### src/rtl/mem_arbiter.sv
// mem_arbiter: fair fetch/LSU arbiter that sequences byte-wide RAM transfers and extends load data
module mem_arbiter #(
    parameter int                 ADDR_W  = 32,
    parameter logic [ADDR_W-1:0]  IO_BASE = 'h00030000
) (
    input  logic              clk,
    input  logic              rst,
    input  logic              rdy,
    input  logic              Clear_flag,
    input  logic              if_valid,
    input  logic [ADDR_W-1:0] if_addr,
    output logic              if_done,
    output logic [31:0]       if_data,
    input  logic              ls_valid,
    input  logic              ls_store,
    input  logic [1:0]        ls_size,
    input  logic              ls_unsigned,
    input  logic [ADDR_W-1:0] ls_addr,
    input  logic [31:0]       ls_wdata,
    output logic              ls_done,
    output logic [31:0]       ls_rdata,
    input  logic              io_buffer_full,
    output logic              mem_wr,
    output logic [ADDR_W-1:0] mem_a,
    output logic [7:0]        mem_dout,
    input  logic [7:0]        mem_din
);
    typedef enum logic [1:0] {IDLE, ADDR, TAIL, DONE} state_t;
    state_t            state_q, state_d;
    logic              last_data_q, last_data_d;
    logic              own_ls_q, own_ls_d;
    logic              store_q, store_d;
    logic              uns_q, uns_d;
    logic [1:0]        size_q, size_d;
    logic [2:0]        n_q, n_d;
    logic [2:0]        cnt_q, cnt_d;
    logic [ADDR_W-1:0] addr_q, addr_d;
    logic [31:0]       wdata_q, wdata_d;
    logic [31:0]       buf_q, buf_d;
    logic [31:0]       if_data_q, if_data_d;
    logic [31:0]       ls_rdata_q, ls_rdata_d;
    logic              flush, is_read, ls_ok, if_ok, grant_ls, capture;
    logic [1:0]        lane;
    logic [31:0]       word, ext;

    assign flush    = rdy && Clear_flag;
    assign is_read  = !(own_ls_q && store_q);
    // IO stores stall on a full buffer; during a flush only committed stores may start
    assign ls_ok    = ls_valid && (ls_store ? !(ls_addr >= IO_BASE && io_buffer_full) : !Clear_flag);
    assign if_ok    = if_valid && !Clear_flag;
    assign grant_ls = ls_ok && !(if_ok && last_data_q);
    assign capture  = (state_q == ADDR && cnt_q != 3'd0) || state_q == TAIL;
    assign lane     = 2'(cnt_q - 3'd1);

    always_comb begin
        word = buf_q;
        word[{lane, 3'b000} +: 8] = mem_din;
        ext = size_q == 2'd0 ? {{24{~uns_q & word[7]}}, word[7:0]} :
              size_q == 2'd1 ? {{16{~uns_q & word[15]}}, word[15:0]} : word;
    end

    always_comb begin
        state_d     = state_q;
        last_data_d = last_data_q;
        own_ls_d    = own_ls_q;
        store_d     = store_q;
        uns_d       = uns_q;
        size_d      = size_q;
        n_d         = n_q;
        cnt_d       = cnt_q;
        addr_d      = addr_q;
        wdata_d     = wdata_q;
        buf_d       = capture ? word : buf_q;
        if_data_d   = if_data_q;
        ls_rdata_d  = ls_rdata_q;
        if (state_q == IDLE && (ls_ok || if_ok)) begin
            state_d     = ADDR;
            cnt_d       = 3'd0;
            own_ls_d    = grant_ls;
            last_data_d = grant_ls;
            addr_d      = grant_ls ? ls_addr : if_addr;
            store_d     = grant_ls && ls_store;
            uns_d       = ls_unsigned;
            size_d      = grant_ls ? ls_size : 2'd2;
            n_d         = (!grant_ls || ls_size[1]) ? 3'd4 : (ls_size[0] ? 3'd2 : 3'd1);
            wdata_d     = ls_wdata;
        end
        if (state_q == ADDR) begin
            cnt_d = cnt_q + 3'd1;
            if (cnt_q == n_q - 3'd1)
                state_d = store_q ? DONE : TAIL;
        end
        if (state_q == TAIL) begin
            state_d = DONE;
            if (own_ls_q)
                ls_rdata_d = ext;
            else
                if_data_d = word;
        end
        if (state_q == DONE)
            state_d = IDLE;
        if (flush && is_read && state_q != IDLE)
            state_d = IDLE;
    end

    always_ff @(posedge clk) begin
        if (rst) begin
            state_q     <= IDLE;
            last_data_q <= 1'b0;
            own_ls_q    <= 1'b0;
            store_q     <= 1'b0;
            uns_q       <= 1'b0;
            size_q      <= 2'd0;
            n_q         <= 3'd0;
            cnt_q       <= 3'd0;
            addr_q      <= '0;
            wdata_q     <= '0;
            buf_q       <= '0;
            if_data_q   <= '0;
            ls_rdata_q  <= '0;
        end else if (rdy) begin
            state_q     <= state_d;
            last_data_q <= last_data_d;
            own_ls_q    <= own_ls_d;
            store_q     <= store_d;
            uns_q       <= uns_d;
            size_q      <= size_d;
            n_q         <= n_d;
            cnt_q       <= cnt_d;
            addr_q      <= addr_d;
            wdata_q     <= wdata_d;
            buf_q       <= buf_d;
            if_data_q   <= if_data_d;
            ls_rdata_q  <= ls_rdata_d;
        end
    end

    assign mem_wr   = rdy && state_q == ADDR && store_q;
    assign mem_a    = state_q == ADDR ? addr_q + ADDR_W'(cnt_q) : '0;
    assign mem_dout = (state_q == ADDR && store_q) ? wdata_q[{cnt_q[1:0], 3'b000} +: 8] : 8'd0;
    assign if_done  = state_q == DONE && !own_ls_q && !flush;
    assign ls_done  = state_q == DONE && own_ls_q && !(flush && !store_q);
    assign if_data  = if_data_q;
    assign ls_rdata = ls_rdata_q;
endmodule

### config.mk
export PLATFORM = sky130hd
export DESIGN_NAME = mem_arbiter
export DESIGN_NICKNAME = d
export VERILOG_FILES = /design/src/rtl/mem_arbiter.sv
export SDC_FILE = /design/constraint.sdc
export NUM_CORES = 1
export LEC_CHECK = 0
export CAP_MARGIN = 25
export CORE_UTILIZATION = 51
export CTS_CLUSTER_DIAMETER = 200
export DETAILED_ROUTE_END_ITERATION = 12
export HOLD_SLACK_MARGIN = 0.15
export PLACE_DENSITY_LB_ADDON = 0.12
export SLEW_MARGIN = 20
export SYNTH_ARGS = -nofsm -noshare
export SYNTH_HDL_FRONTEND = slang
export SYNTH_SLANG_ARGS = --single-unit
export TNS_END_PERCENT = 10
### constraint.sdc
create_clock -name clk -period 3.8 [get_ports clk]
set_input_delay 0.76 -clock clk [delete_from_list [all_inputs] [get_ports clk]]
set_output_delay 0.76 -clock clk [all_outputs]
set_load 0.005 [all_outputs]
==> results of run 1 <==
[layout make-up]
class,instances,share of cell area (%)
multi-input combinational,760,43.9
sequential,172,28.0
timing repair buffer,260,20.7
clock buffer,18,3.57
tap,229,2.33
clock inverter,14,1.03
inverter,15,0.458
antenna,1,0.0204
[worst register-to-register path, stage by stage, from the launching register on]
cell and delay (ns):
sky130_fd_sc_hd__dfxtp_2 0.34, sky130_fd_sc_hd__buf_4 0.30, sky130_fd_sc_hd__inv_1 0.12, sky130_fd_sc_hd__ha_1 0.38, sky130_fd_sc_hd__and4bb_2 0.39, sky130_fd_sc_hd__a22oi_1 0.21, sky130_fd_sc_hd__a2111o_1 0.74, sky130_fd_sc_hd__a221oi_1 0.38
[flip-flops by register name, indices dropped and copies added, names as in the netlist]
signal    cells
cnt_q         3
wdata_q      32
n_q           2
uns_q         1
if_data      32
ls_rdata     32
own_ls_q      1
state_q       2
size_q        2
store_q       1
buf_q        32
addr_q       32
[how the worst min path moves through the flow]
stage | slack, ns | cells past startpoint | startpoint | end
finish | 0.47 | 1 | wdata_q[21] | wdata_q[21]
global route | 0.49 | 1 | wdata_q[21] | wdata_q[21]
CTS | 0.48 | 1 | wdata_q[25] | wdata_q[25]
detailed placement | 0.46 | 1 | wdata_q[15] | wdata_q[15]
global placement | 0.45 | 1 | wdata_q[21] | wdata_q[21]
floorplan | 0.44 | 1 | wdata_q[16] | wdata_q[16]
[cell usage after synthesis, drive strengths merged, types with 5 or more instances]
| library cell | count |
|---|---|
| nor2 | 76 |
| nor3 | 52 |
| or4 | 8 |
| a22o | 89 |
| mux4 | 8 |
| o21ai | 11 |
| mux2i | 29 |
| o31ai | 40 |
| ha | 10 |
| nand2 | 37 |
| a21oi | 74 |
| o211ai | 32 |
| a211oi | 52 |
| and4 | 5 |
| nand2b | 13 |
| xnor2 | 6 |
| nand3 | 40 |
| nor2b | 15 |
| a21boi | 5 |
| nor4 | 12 |
| a41o | 34 |
| inv | 15 |
| dfxtp | 172 |
| clkbuf | 96 |
| buf | 21 |
| or3 | 5 |
| nand4 | 41 |
| and3 | 11 |
[metrics by stage]
step	setup slack, ns	area, µm²	utilization [%]	setup TNS [ns]
2_1_floorplan	0.735	9300	-	0
3_3_place_gp	0.437	11700	65.1	0
3_5_place_dp	0.410	11700	65.1	0
4_1_cts	0.000607	12200	68.4	0
5_1_grt	-0.0346	12300	68.7	-0.0366
6_report	0.102	12300	68.7	0
[cell families after synthesis]
| group | Yosys count | share of synthesized area (%) |
|---|---|---|
| buffers and inverters | 132 | 5.74 |
| adders and majority gates | 11 | 1.56 |
| AOI/OAI and AO/OA | 366 | 29.8 |
| muxes | 37 | 5.06 |
| DFF | 172 | 37.0 |
| xor gates and xnor gates | 11 | 1.18 |
| and+or+nand+nor | 335 | 19.6 |
[metal layers]
layer  routed length (µm)  up-vias  track usage [%]
li1                     -     4462                -
met5                    0        -                0
met3                 2300       55             6.74
met1                12400     4488             41.5
met2                12900      404             45.1
met4                  779        0             12.1
[power by group through the flow]
stage               Sequential, mW  Combinational [mW]  Clock, mW
floorplan                     1.93               0.345          0
global placement              1.96               0.573          0
detailed placement            1.96               0.580          0
CTS                           1.92               0.584       1.69
global route                  1.93               0.637       1.76
finish                        1.92               0.594       1.66
[what timing repair did]
action | 4_1_cts | 5_1_grt
endpoints found under the setup margin | 5 | 6
pin swaps | 2 | 1
cloned | 0 | 0
hold buffers | 0 | 0
buffers inserted | 2 | 0
gates resized for setup | 7 | 6
[placed cells by master, fill, tap and decap left out, types with 4 or more instances in the layout]
master                              n
sky130_fd_sc_hd__clkdlybuf4s50_1  214
sky130_fd_sc_hd__nand2b_1          13
sky130_fd_sc_hd__a41o_1            34
sky130_fd_sc_hd__inv_6              4
sky130_fd_sc_hd__ha_1               8
sky130_fd_sc_hd__a22o_1            88
sky130_fd_sc_hd__o31ai_1           40
sky130_fd_sc_hd__mux2i_1           29
sky130_fd_sc_hd__nand2_1           37
sky130_fd_sc_hd__nor2b_1           13
sky130_fd_sc_hd__or4_1              7
sky130_fd_sc_hd__nor4_1             8
sky130_fd_sc_hd__nor2_1            74
sky130_fd_sc_hd__and3_1            11
sky130_fd_sc_hd__dfxtp_1          170
sky130_fd_sc_hd__xor2_1             4
sky130_fd_sc_hd__o211ai_1          32
sky130_fd_sc_hd__nand4_1           39
sky130_fd_sc_hd__a211oi_1          51
sky130_fd_sc_hd__a21oi_1           73
sky130_fd_sc_hd__a21o_1             4
sky130_fd_sc_hd__dlymetal6s2s_1     4
sky130_fd_sc_hd__mux4_2             8
sky130_fd_sc_hd__xnor2_1            6
sky130_fd_sc_hd__clkbuf_16         17
sky130_fd_sc_hd__a221oi_1           4
sky130_fd_sc_hd__o21ai_0            9
sky130_fd_sc_hd__nor3_1            52
sky130_fd_sc_hd__buf_4             37
sky130_fd_sc_hd__inv_1             14
sky130_fd_sc_hd__and4_1             5
sky130_fd_sc_hd__nand3_1           40
sky130_fd_sc_hd__a21boi_0           5
==> Implementation_results.wiki, run 1 <==
{| class="wikitable"
! Metric !! Value
|-
| Via count of the first global-routing pass || 8246
|-
| Number of buffers and inverters on the critical path || 3
|-
| Largest net degree at the start of global routing || 104
|-
| Final clock period utilization by the worst path || 97.3%
|-
| CP Launch Point || cnt_q[0]
|-
| P&R area growth vs syn || 32.2%
|-
| FP Rows || 49
|-
| Area taken by flip-flops and latches || 3450 µm²
|-
| #FFs+latches synth || 172
|-
| Crit path max fanout || 7
|-
| Root buffer cell || sky130_fd_sc_hd__clkbuf_16
|-
| Number of synthesized flops with an enable pin || 0
|-
| Setup violators final || 0
|-
| CORE AREA || 17900 µm²
|-
| Mean instance size in the synthesized netlist || 8.74 µm²
|-
| Ranking of synthesized cells by area || sky130_fd_sc_hd__dfxtp_1 37%, sky130_fd_sc_hd__a22o_1 8.3%, sky130_fd_sc_hd__a211oi_1 4.1%
|-
| Total count of max-transition violations in the final report || 0
|-
| Number of optimization iterations in the first detailed-route pass || 8
|-
| Worst slew pin tran || 1.04 ns
|-
| Chip height || 137 µm
|-
| Synthesized Nets || 1190
|-
| Switching power share of the total || 27.7%
|-
| Result of the run || completed
|-
| Sequential share of power || 45.9%
|-
| Boundary Pins || 222
|-
| Static leakage || 4.25 nW
|-
| CP top delay family || buffers and inverters
|-
| Clock buffer count from CTS || 17
|-
| Clock group share of total power || 39.8%
|-
| Final cell count without fillers || 1469
|-
| Combined area of all synthesized cells || 9300 µm²
|-
| Reg2reg setup slack || 0.84 ns
|-
| Post-detailed-route DRC marker count || 0
|-
| Launching element type of the critical path || flip-flop
|-
| VDD IR max || 0.000336 V
|-
| Final global-route overflow total || 0
|-
| CP Data Required Time || 3.04 ns
|-
| Buffers added on ports || 221
|-
| TritonCTS clock tree || yes
|-
| Cells on worst reg2reg path || 7
|-
| Top_reg_cell synth || sky130_fd_sc_hd__dfxtp_1
|-
| Arr. time, crit path || 2.94 ns
|-
| Via count || 9409
|-
| Final GP Congestion || 0.863
|-
| Net switching power of the design || 1.16 mW
|-
| Global-route wire length before repair || 44100 µm
|-
| Sequential element share of the synthesized area || 37.0%
|-
| Hold Fails Final Rpt || 0
|-
| Post-DP HPWL || 19300 µm
|-
| Most frequent cell on the critical path || sky130_fd_sc_hd__a21oi_1
|-
| DR iter-0 viols || 958
|-
| Combinational power share || 14.2%
|-
| Number of levels the H-tree was split into || 4
|-
| Post-synth cell types || 68
|-
| Number of antenna violations at the first check in global routing || 0
|-
| Die area || 18800 µm²
|-
| Total global-route track usage || 30.0%
|-
| Class of the tightest hold or removal check || flip-flop to flip-flop
|-
| Critical path's largest stage delay || 0.61 ns
|-
| Number of violations of the max-capacitance limit || 0
|-
| Initial core utilization || 52.0%
|-
| Area share of the largest cell type after synthesis || 37.0%
|-
| RSZ-0062 raised after global routing || true
|-
| Layout fillers || 1475
|-
| Proportion of synthesized flip-flops having asynchronous set or reset || 0%
|-
| Biggest area consumer among synthesized cells || sky130_fd_sc_hd__dfxtp_1
|-
| Crit-path cells || ha_2, fa_2, a21oi_1, or4_4, clkbuf_4, buf_4, o21ai_0, a21oi_1, clkdlybuf4s50_1
|-
| Instance count after placement with tap cells included || 1433
|-
| Reg2Reg Launch Point || cnt_q[0]
|-
| Power per Cell Area || 340 nW/µm²
|-
| Number of warning messages in the yosys log || 0
|-
| Syn Inst Count || 1064
|-
| Power, Total || 4.18 mW
|-
| Number of buffers on the longest clock path || 2
|-
| Total number of cells along the worst setup path || 9
|-
| Fraction of layout instances using a drive strength above 1 || 8.96%
|-
| Worst-path clk slew || 0.07 ns
|-
| Sink Count || 172
|-
| Destination of the worst register-to-register timing path || ls_rdata[28]
|-
| Number of nets at the end of the flow || 1352
|-
| Critical path class || flip-flop to output port
|-
| Clock latency at the later pin of the worst-skew pair || 0.43 ns
|-
| Count of nets left with antenna violations after detail routing || 0
|-
| Normalized max-slew margin || 30.4%
|-
| Critical path's slowest cell || sky130_fd_sc_hd__or4_4
|-
| Final worst hold slack || 0.473 ns
|-
| WL per Instance || 19.4 µm
|-
| Setup clock skew after layout || 0.00978 ns
|-
| Die span in x || 137 µm
|-
| Internal || 3.02 mW
|-
| Shortest clock period the worst path allows after layout || 3.70 ns
|-
| Detail-routed via count per cell || 6.41
|-
| Capturing element of the worst setup path || mem_a[24]
|-
| Area taken by multi-input logic gates || 5400 µm²
|-
| Final wirelength || 28400 µm
|-
| Crit path capture type || output port
|-
| Achievable Freq || 270 MHz
|}
(Power assumes the default switching activity.)
==> run 2, diff against run 1 <==
--- a/config.mk
+++ b/config.mk
@@ -15,4 +15,4 @@
 export SYNTH_ARGS = -nofsm -noshare
 export SYNTH_HDL_FRONTEND = slang
 export SYNTH_SLANG_ARGS = --single-unit
-export TNS_END_PERCENT = 10
+export TNS_END_PERCENT = 50
==> run 2 against run 1 <==
Net effect:
- clock skew up 0.00064 ns
- worst hold slack about the same
- via count up 0.15%
- final area about the same
- die area unchanged
- flip-flop and latch count unchanged
- setup slack better by 0.031 ns
- combinational power about the same
- global-route usage unchanged
- critical path type unchanged
- critical endpoint is now mem_a[31]
- largest cell class unchanged
- highest routed layer unchanged
==> Implementation_results.wiki, run 2 (synthesis gave the netlist of run 1 again) <==
{| class="wikitable"
! Metric !! Value
|-
| Shortest clock period the worst path allows after layout || 3.67 ns (-0.0311 ns)
|-
| Worst slew pin tran || 1.03 ns (-0.00973 ns)
|-
| Post-DP HPWL || 19300 µm (unchanged)
|-
| Boundary Pins || 222 (unchanged)
|-
| Arr. time, crit path || 2.91 ns (-0.03 ns)
|-
| Critical path's largest stage delay || 0.58 ns (-0.03 ns)
|-
| Achievable Freq || 273 MHz (+0.85%)
|-
| P&R area growth vs syn || 32.3% (about the same)
|-
| Post-detailed-route DRC marker count || 0 (unchanged)
|-
| Final global-route overflow total || 0 (unchanged)
|-
| DR iter-0 viols || 960 (+0.21%)
|-
| Class of the tightest hold or removal check || flip-flop to flip-flop
|-
| Clock latency at the later pin of the worst-skew pair || 0.44 ns (about the same)
|-
| Buffers added on ports || 221 (unchanged)
|-
| Number of violations of the max-capacitance limit || 0 (unchanged)
|-
| Fraction of layout instances using a drive strength above 1 || 8.96% (unchanged)
|-
| Crit path capture type || output port
|-
| Largest net degree at the start of global routing || 104 (unchanged)
|-
| Hold-fix buffers, CTS || 0 (unchanged)
|-
| CP top delay family || simple AND/OR/NAND/NOR gates
|-
| Detail-routed via count per cell || 6.41 (+0.15%)
|-
| Via count of the first global-routing pass || 8246 (unchanged)
|-
| Number of buffers and inverters on the critical path || 1 (-2)
|-
| Number of optimization iterations in the first detailed-route pass || 7 (-1)
|-
| Root buffer cell || sky130_fd_sc_hd__clkbuf_16
|-
| Die area || 18800 µm² (unchanged)
|-
| Number of antenna violations at the first check in global routing || 0 (unchanged)
|-
| Die span in x || 137 µm (unchanged)
|-
| Instance count after placement with tap cells included || 1433 (unchanged)
|-
| Normalized max-slew margin || 31.1% (+0.73 points)
|-
| WL per Instance || 19.4 µm (+0.20%)
|-
| Total count of max-transition violations in the final report || 0 (unchanged)
|-
| Final wirelength || 28500 µm (+0.20%)
|-
| RSZ-0062 raised after global routing || true
|-
| Chip height || 137 µm (unchanged)
|-
| Final GP Congestion || 0.863 (unchanged)
|-
| Worst-path clk slew || 0.07 ns (about the same)
|-
| Initial core utilization || 52.0% (unchanged)
|-
| Number of nets at the end of the flow || 1352 (unchanged)
|-
| Count of nets left with antenna violations after detail routing || 0 (unchanged)
|-
| FP Rows || 49 (unchanged)
|-
| Clock buffer count from CTS || 17 (unchanged)
|-
| Total global-route track usage || 30.0% (unchanged)
|-
| CP Data Required Time || 3.04 ns (about the same)
|-
| Launching element type of the critical path || flip-flop
|-
| VDD IR max || 0.000337 V (+0.22%)
|-
| Hold Fails Final Rpt || 0 (unchanged)
|-
| Power per Cell Area || 339 nW/µm² (about the same)
|-
| Setup clock skew after layout || 0.0104 ns (+0.000643 ns)
|-
| Crit path max fanout || 9 (+2)
|-
| Most frequent standard cell in the layout excluding fill and tap cells || sky130_fd_sc_hd__clkdlybuf4s50_1
|-
| Critical path's slowest cell || sky130_fd_sc_hd__clkdlybuf4s50_1
|-
| Crit-path cells || and4_1, nand4_1, nor4_4, mux2i_1, clkdlybuf4s50_1
|-
| TritonCTS clock tree || yes
|-
| Via count || 9423 (+0.15%)
|-
| Final cell count without fillers || 1469 (unchanged)
|-
| Min setup slack post-route || 0.133 ns (+0.0311 ns)
|-
| Final clock period utilization by the worst path || 96.5% (-0.82 points)
|-
| Layout fillers || 1476 (+0.068%)
|-
| CORE AREA || 17900 µm² (unchanged)
|-
| Global-route wire length before repair || 44100 µm (unchanged)
|-
| Sink Count || 172 (unchanged)
|-
| Number of buffers on the longest clock path || 2 (unchanged)
|-
| Most frequent cells in the layout || 214 x sky130_fd_sc_hd__clkdlybuf4s50_1, 170 x sky130_fd_sc_hd__dfxtp_1, 88 x sky130_fd_sc_hd__a22o_1, 74 x sky130_fd_sc_hd__nor2_1, 73 x sky130_fd_sc_hd__a21oi_1
|-
| Critical path class || flip-flop to output port
|-
| Static leakage || 4.27 nW (+0.39%)
|-
| Setup violators final || 0 (unchanged)
|-
| Power, Total || 4.18 mW (about the same)
|-
| Number of levels the H-tree was split into || 4 (unchanged)
|-
| Minimum setup slack after placement || 0.410 ns (unchanged)
|-
| Result of the run || completed
|}
## run 2: final cells by class
| type | count | area (µm²) | share of cell area, % |
|---|---|---|---|
| Multi-Input combinational cell | 760 | 5410 | 43.9 |
| Sequential cell | 172 | 3450 | 28.0 |
| Timing Repair Buffer | 260 | 2540 | 20.7 |
| Clock buffer | 18 | 439 | 3.57 |
| Tap cell | 229 | 287 | 2.33 |
| Clock inverter | 14 | 126 | 1.03 |
| Inverter | 15 | 56.3 | 0.458 |
| Antenna cell | 1 | 2.50 | 0.0203 |
## run 2: final timing paths
path / from / endpoint / slack (ns) / depth (start not counted)
worst max-delay path: addr_q[17] / mem_a[31] / 0.13 / 5
worst min-delay path: wdata_q[21] / wdata_q[21] / 0.47 / 1
worst min register to register: wdata_q[21] / wdata_q[21] / 0.47 / 1
worst max register to register: cnt_q[0] / ls_rdata[28] / 0.81 / 7
## run 2: layer usage
layer	vias up	global-route usage (%)	part of all wire [%]
met5	-	0	0
li1	4460	-	-
met1	4504	41.5	44
met3	56	6.74	7.7
met2	403	45.1	45
met4	0	12.1	2.8
## run 2: stage by stage
step                TNS, ns  utilization, %  hold slack [ns]  instance area (µm²)
floorplan                 0               -            0.437                 9300
global placement          0            65.1            0.452                11700
detailed placement        0            65.1            0.457                11700
CTS                       0            68.4            0.476                12200
global route        -0.0107            68.7            0.488                12300
finish                    0            68.7            0.473                12300
## run 2: repair_timing
action                     4_1_cts  5_1_grt
setup endpoints to repair        5        6
setup buffers                    2        0
pin swaps                        2        1
gates resized for setup          7        8
## run 2: power by group
part	total (mW)	internal, mW	switching (mW)	leakage [nW]
clock network	1.66	0.878	0.785	0.272
logic	0.594	0.282	0.312	2.60
registers	1.92	1.86	0.0607	1.39
total	4.18	3.02	1.16	4.27
